[src/rtl/next_pc_bp.sv]
// Fetch PC register with direct-mapped BTB and saturating direction counters.
// Predicts the next fetch PC, takes decode-stage jumps, and redirects on
// branch mispredicts resolved downstream (held pending across stalls).
// Optional macro BP_STATS_EN adds branch / mispredict event counters.

package cpu_types_pkg;
    typedef logic [31:0] word_t;
endpackage

module next_pc_bp
    import cpu_types_pkg::*;
#(
    parameter int    BTB_ENTRIES = 16,
    parameter int    CTR_BITS    = 2,
    parameter word_t PC_RESET    = 32'h0
) (
    input  logic  CLK,
    input  logic  nRST,
    input  logic  stall,
    input  logic  jump,
    input  word_t jump_addr,
    input  logic  jump_reg,
    input  word_t rdat1,
    input  logic  resolve_valid,
    input  word_t resolve_pc,
    input  logic  resolve_taken,
    input  word_t resolve_target,
    input  logic  resolve_pred_taken,
    input  word_t resolve_pred_target,
    output word_t pc,
    output word_t pc4,
    output logic  pred_taken,
    output word_t pred_target,
    output logic  mispredict
`ifdef BP_STATS_EN
    ,
    output word_t stat_branches,
    output word_t stat_mispredicts
`endif
);

    localparam int IDX   = $clog2(BTB_ENTRIES);
    localparam int TAG_W = 30 - IDX;
    localparam logic [CTR_BITS-1:0] CTR_MAX = '1;
    localparam logic [CTR_BITS-1:0] CTR_WT  = CTR_BITS'(1 << (CTR_BITS - 1));

    typedef struct packed {
        logic [TAG_W-1:0]    tag;
        word_t               target;
        logic [CTR_BITS-1:0] ctr;
    } btb_ent_t;

    btb_ent_t               btb [BTB_ENTRIES];
    logic [BTB_ENTRIES-1:0] btb_vld;

    logic        pend_vld;
    word_t       pend_addr;
    word_t       redirect;
    word_t       pc_next;

    logic [IDX-1:0]   lk_idx, up_idx;
    logic [TAG_W-1:0] lk_tag, up_tag;
    logic             lk_hit, up_hit;

    assign lk_idx = pc[IDX+1:2];
    assign lk_tag = pc[31:IDX+2];
    assign up_idx = resolve_pc[IDX+1:2];
    assign up_tag = resolve_pc[31:IDX+2];

    // Lookup sees registered BTB contents, so a same-cycle update is not visible yet
    always_comb begin
        lk_hit      = btb_vld[lk_idx] && (btb[lk_idx].tag == lk_tag);
        up_hit      = btb_vld[up_idx] && (btb[up_idx].tag == up_tag);
        pred_taken  = lk_hit && btb[lk_idx].ctr[CTR_BITS-1];
        pred_target = pred_taken ? btb[lk_idx].target : '0;
    end

    // Mispredict detection and recovery address
    always_comb begin
        mispredict = resolve_valid &&
                     ((resolve_taken != resolve_pred_taken) ||
                      (resolve_taken && (resolve_target != resolve_pred_target)));
        redirect   = resolve_taken ? resolve_target : resolve_pc + 32'd4;
    end

    assign pc4 = pc + 32'd4;

    // Next-PC priority when not redirecting: JR, J/JAL, prediction, sequential
    always_comb begin
        pc_next = pc4;
        if (jump_reg)        pc_next = rdat1;
        else if (jump)       pc_next = jump_addr;
        else if (pred_taken) pc_next = pred_target;
    end

    // Fetch PC and pending redirect; a stalled mispredict is parked until release
    always_ff @(posedge CLK or negedge nRST) begin
        if (!nRST) begin
            pc        <= PC_RESET;
            pend_vld  <= 1'b0;
            pend_addr <= '0;
        end else if (mispredict) begin
            if (stall) begin
                pend_vld  <= 1'b1;
                pend_addr <= redirect;
            end else begin
                pc       <= redirect;
                pend_vld <= 1'b0;
            end
        end else if (!stall) begin
            pend_vld <= 1'b0;
            pc       <= pend_vld ? pend_addr : pc_next;
        end
    end

    // Valid bits are the only BTB state that needs reset
    always_ff @(posedge CLK or negedge nRST) begin
        if (!nRST)
            btb_vld <= '0;
        else if (resolve_valid && !up_hit && resolve_taken)
            btb_vld[up_idx] <= 1'b1;
    end

    // Entry training: saturating counter on hit, weakly-taken allocate on taken miss
    always_ff @(posedge CLK) begin
        if (resolve_valid) begin
            if (up_hit) begin
                if (resolve_taken) begin
                    btb[up_idx].target <= resolve_target;
                    if (btb[up_idx].ctr != CTR_MAX)
                        btb[up_idx].ctr <= btb[up_idx].ctr + 1'b1;
                end else if (btb[up_idx].ctr != '0) begin
                    btb[up_idx].ctr <= btb[up_idx].ctr - 1'b1;
                end
            end else if (resolve_taken) begin
                btb[up_idx].tag    <= up_tag;
                btb[up_idx].target <= resolve_target;
                btb[up_idx].ctr    <= CTR_WT;
            end
        end
    end

`ifdef BP_STATS_EN
    // Saturating event counters
    always_ff @(posedge CLK or negedge nRST) begin
        if (!nRST) begin
            stat_branches    <= '0;
            stat_mispredicts <= '0;
        end else begin
            if (resolve_valid && (stat_branches != '1))
                stat_branches <= stat_branches + 32'd1;
            if (mispredict && (stat_mispredicts != '1))
                stat_mispredicts <= stat_mispredicts + 32'd1;
        end
    end
`endif

endmodule

[config.mk]
export PLATFORM = sky130hd
export DESIGN_NAME = next_pc_bp
export DESIGN_NICKNAME = d
export VERILOG_FILES = /design/src/rtl/next_pc_bp.sv
export SDC_FILE = /design/constraint.sdc
export NUM_CORES = 2
export LEC_CHECK = 0
export ABC_CLOCK_PERIOD_IN_PS = 3600
export BUFFER_PORTS_ARGS = -buffer_cell sky130_fd_sc_hd__buf_2
export CAP_MARGIN = 20
export CORE_MARGIN = 1
export CORE_UTILIZATION = 55
export CTS_CLUSTER_DIAMETER = 120
export DETAILED_ROUTE_END_ITERATION = 10
export PLACE_DENSITY = 0.79
export SETUP_SLACK_MARGIN = 0.3
export SYNTH_ARGS = -nofsm -noshare
export SYNTH_HDL_FRONTEND = slang
export SYNTH_SLANG_ARGS = --single-unit
export TNS_END_PERCENT = 10
[constraint.sdc]
create_clock -name CLK -period 3.6 [get_ports CLK]
set_input_delay 0.18 -clock CLK [delete_from_list [all_inputs] [get_ports CLK]]
set_output_delay 0.18 -clock CLK [all_outputs]
set_load 0.01 [all_outputs]
==> results.json <==
{
  "grt_max_degree": 78,
  "reg2reg_to": "pc[9]",
  "cap_violations": 0,
  "port_buffers": 265,
  "yosysMostFrequentCell": "edfxtp_1",
  "core_sq_mm": 0.0858,
  "mappedNetlistArea_sq_mm": 0.0479,
  "drive_above_1_share": 0.375,
  "clk_latency_ps": 730,
  "finalSetupViolCount": 66,
  "syn_inst": 2870,
  "dpl_cell_area_sq_mm": 0.0533,
  "crit_slowest_cell": "dfrtp_4",
  "status": "finished, violations left",
  "final_max_slew_viol_count": 0,
  "timing.fmax_ghz": 0.227,
  "cts_tree": "yes",
  "finalNonFillerCells": 4678,
  "crit_required_ps": 3420,
  "synth_commonest_cells": "edfxtp_1 (960), mux4_2 (322), mux2i_1 (189)",
  "clockBufferDepth": 3,
  "final_cell_area_sq_mm": 0.0596,
  "swShare": 0.287,
  "antenna_left": 0,
  "crit_fanout": 30,
  "viasPerCell": 7.12,
  "slowest_delay_ps": 440,
  "clock_sink_count": 1041,
  "seqPwrFrac": 0.418,
  "async_flop_share": 0.0778,
  "grt_use_total": 0.373,
  "grt_pass1_wl_um": 234000,
  "critPathCaptureType": "primary output",
  "first_pass_iters": 6,
  "hold_start": "jump_addr[0]",
  "fillers": 5142,
  "whs_ps": 25.4,
  "place.gp.congestion": 0.985,
  "dpl.cell_count": 4370,
  "regArea_sq_mm": 0.0309,
  "holdCritPathClass": "primary input to flop",
  "antenna_found_initial": 11,
  "grt_overflow_total": 0,
  "hold_violations": 0,
  "dp_hpwl_um": 107000,
  "syn_to_final_growth_pct": 24.3,
  "rsz0062_at_grt": "true",
  "htree_levels": 3,
  "skew_ps": 75.7,
  "crit_family": "buffers and inverters",
  "rr_worst_depth": 18,
  "synthTopCellsByArea": "edfxtp_1 (60%), mux4_2 (15%), dfrtp_1 (4.2%)",
  "synth_top_cell_by_area": "edfxtp_1",
  "rows": 107,
  "multiInputGateArea_sq_mm": 0.0173,
  "path_buf_inv": 6,
  "final.setup.worst_slack_ps": -799,
  "synth_top_area_frac": 0.601,
  "power_uw": 33200,
  "drc": 0,
  "yosysWarnings": 0,
  "p_comb_frac": 0.223,
  "wire_per_inst_um": 35.6,
  "period_minus_slack_ps": 4400,
  "die-area_sq_mm": 0.0884,
  "seq_area_frac_synth": 0.644,
  "crit_chain": "buf_16, buf_4, mux4_2, mux2i_4, mux2i_4, xnor2_2, nand4b_1, nor4_2, buf_4, nand4_4, buf_12, buf_12, nor2b_1, buf_2",
  "start_util": 0.559,
  "fp.dieW_um": 297,
  "syn-num-nets": 3043,
  "wirelength_um": 167000,
  "clk_pin_slew_ps": 60,
  "synth_area_per_cell_sq_um": 16.7,
  "die_h_um": 297,
  "worstPathArrival_ps": 4220,
  "cts_made_buffers": 105,
  "drt_iter0_markers": 5810,
  "holdPathStages": 5,
  "failed_checks": "setup timing",
  "slew_headroom": 0.324,
  "cts-root-buf": "clkbuf_16",
  "grt_pass1_vias": 33099,
  "ir_drop_mv": 0.661,
  "fin_nets": 3609,
  "period_share": 1.22,
  "pwr-share-clk": 0.358,
  "rrSetupSlack_ps": -480,
  "synth_seq_cells": 1041,
  "r2r-start": "pc[3]",
  "io_pins": 266,
  "num_vias": 33285,
  "p_sw_uw": 9530,
  "path_class": "flop to primary output",
  "min_to": "pc[0]",
  "p_int_uw": 23700,
  "worst_setup_path_start_kind": "flop",
  "synth_top_flop_cell": "edfxtp_1",
  "synth_edf_count": 960,
  "leakage_uw": 0.0208,
  "ys_types": 76,
  "worst_slew_pin_slew_ps": 1010,
  "pwr_density_cell_mw_per_mm2": 558
}
==> cell usage in the layout (no fill, tap or decap), types with 30 or more instances in the layout <==
master and n:
mux4_2 322, dfrtp_1 76, clkbuf_16 105, dlygate4sd3_1 69, xnor2_1 88, a21oi_1 65
buf_2 245, nand2_1 162, buf_6 48, nor2_1 62, a22oi_1 44, buf_4 194
edfxtp_1 960, nand4_1 30, nor2_4 39, buf_12 84, o21ai_0 70, mux2i_1 165
a221oi_1 33, nand3_1 58
==> final cells by class <==
class                           count  area share
Sequential cell                  1041       0.518
Antenna cell                        7    0.000294
Tap cell                         1144      0.0240
Multi-Input combinational cell   1604       0.291
Clock inverter                     67      0.0166
Inverter                           25     0.00172
Timing Repair Buffer              659       0.102
Clock buffer                      131      0.0464
==> per-stage QoR <==
| step | TNS, ps | utilization | worst slack, ps |
|---|---|---|---|
| finish | -29920 | 0.694 | -799 |
| global route | -37580 | 0.694 | -871 |
| CTS | -24010 | 0.687 | -704 |
| detailed placement | -286830 | 0.621 | -839 |
| global placement | -224910 | 0.621 | -776 |
| floorplan | 0 | - | 264 |
==> how the worst max path moves through the flow <==
| stage | cells past startpoint | from | end | slack (ps) |
|---|---|---|---|---|
| after floorplan | 6 | resolve_pc[5] | btb[11][10] | 260 |
| after global placement | 10 | resolve_pc[2] | btb[9][0] | -780 |
| after detailed placement | 12 | resolve_pc[2] | btb[7][1] | -840 |
| after CTS | 13 | pc[2] | pred_target[26] | -700 |
| after global routing | 15 | pc[2] | pred_target[7] | -870 |
| final | 14 | pc[3] | pred_target[7] | -800 |
==> layer usage <==
layer	global-route usage	part of all wire
met1	0.478	0.32
met2	0.565	0.45
met3	0.118	0.15
met4	0.218	0.071
met5	0	0.00035
==> sequential cells by signal (all words and copies together) (netlist names) <==
name and count:
btb 960, pc 32, pend_addr 32, btb_vld 16, pend_vld 1
==> power by group through the flow <==
| stage | Combinational (uW) | Clock [uW] | Sequential, uW |
|---|---|---|---|
| floorplan | 3790 | 0 | 13900 |
| global placement | 6200 | 0 | 14100 |
| detailed placement | 6320 | 0 | 14100 |
| CTS | 6930 | 11900 | 13900 |
| global route | 7620 | 12400 | 13900 |
| finish | 7420 | 11900 | 13900 |
==> worst register-to-register path, stage by stage (launching register included) <==
cell and delay (ps):
dfrtp_4 440, buf_16 240, buf_4 390, mux4_2 400
mux2i_4 200, mux2i_4 110, xnor2_2 300, nand4b_1 170
nor4_2 190, buf_4 170, nand4_4 120, buf_12 180
buf_16 150, buf_6 120, buf_8 120, buf_6 120
buf_8 140, mux2i_4 200, o31ai_4 240
==> cell families after synthesis <==
| logic type | synth area share |
|---|---|
| xor+xnor | 0.0259 |
| buf+inv | 0.0220 |
| flops | 0.644 |
| mux | 0.197 |
| fa+ha+maj | 0.00130 |
| simple gates | 0.0561 |
| compound gates | 0.0540 |
==> timing repair <==
action,4_1_cts,5_1_grt
endpoints found under the hold margin,721,0
pin swaps,58,44
resized for setup,188,90
endpoints found under the setup margin,587,578
gates cloned,8,0
hold buffers,69,0
buffers inserted,17,9
Note: power is estimated with default switching activity, not from simulation.
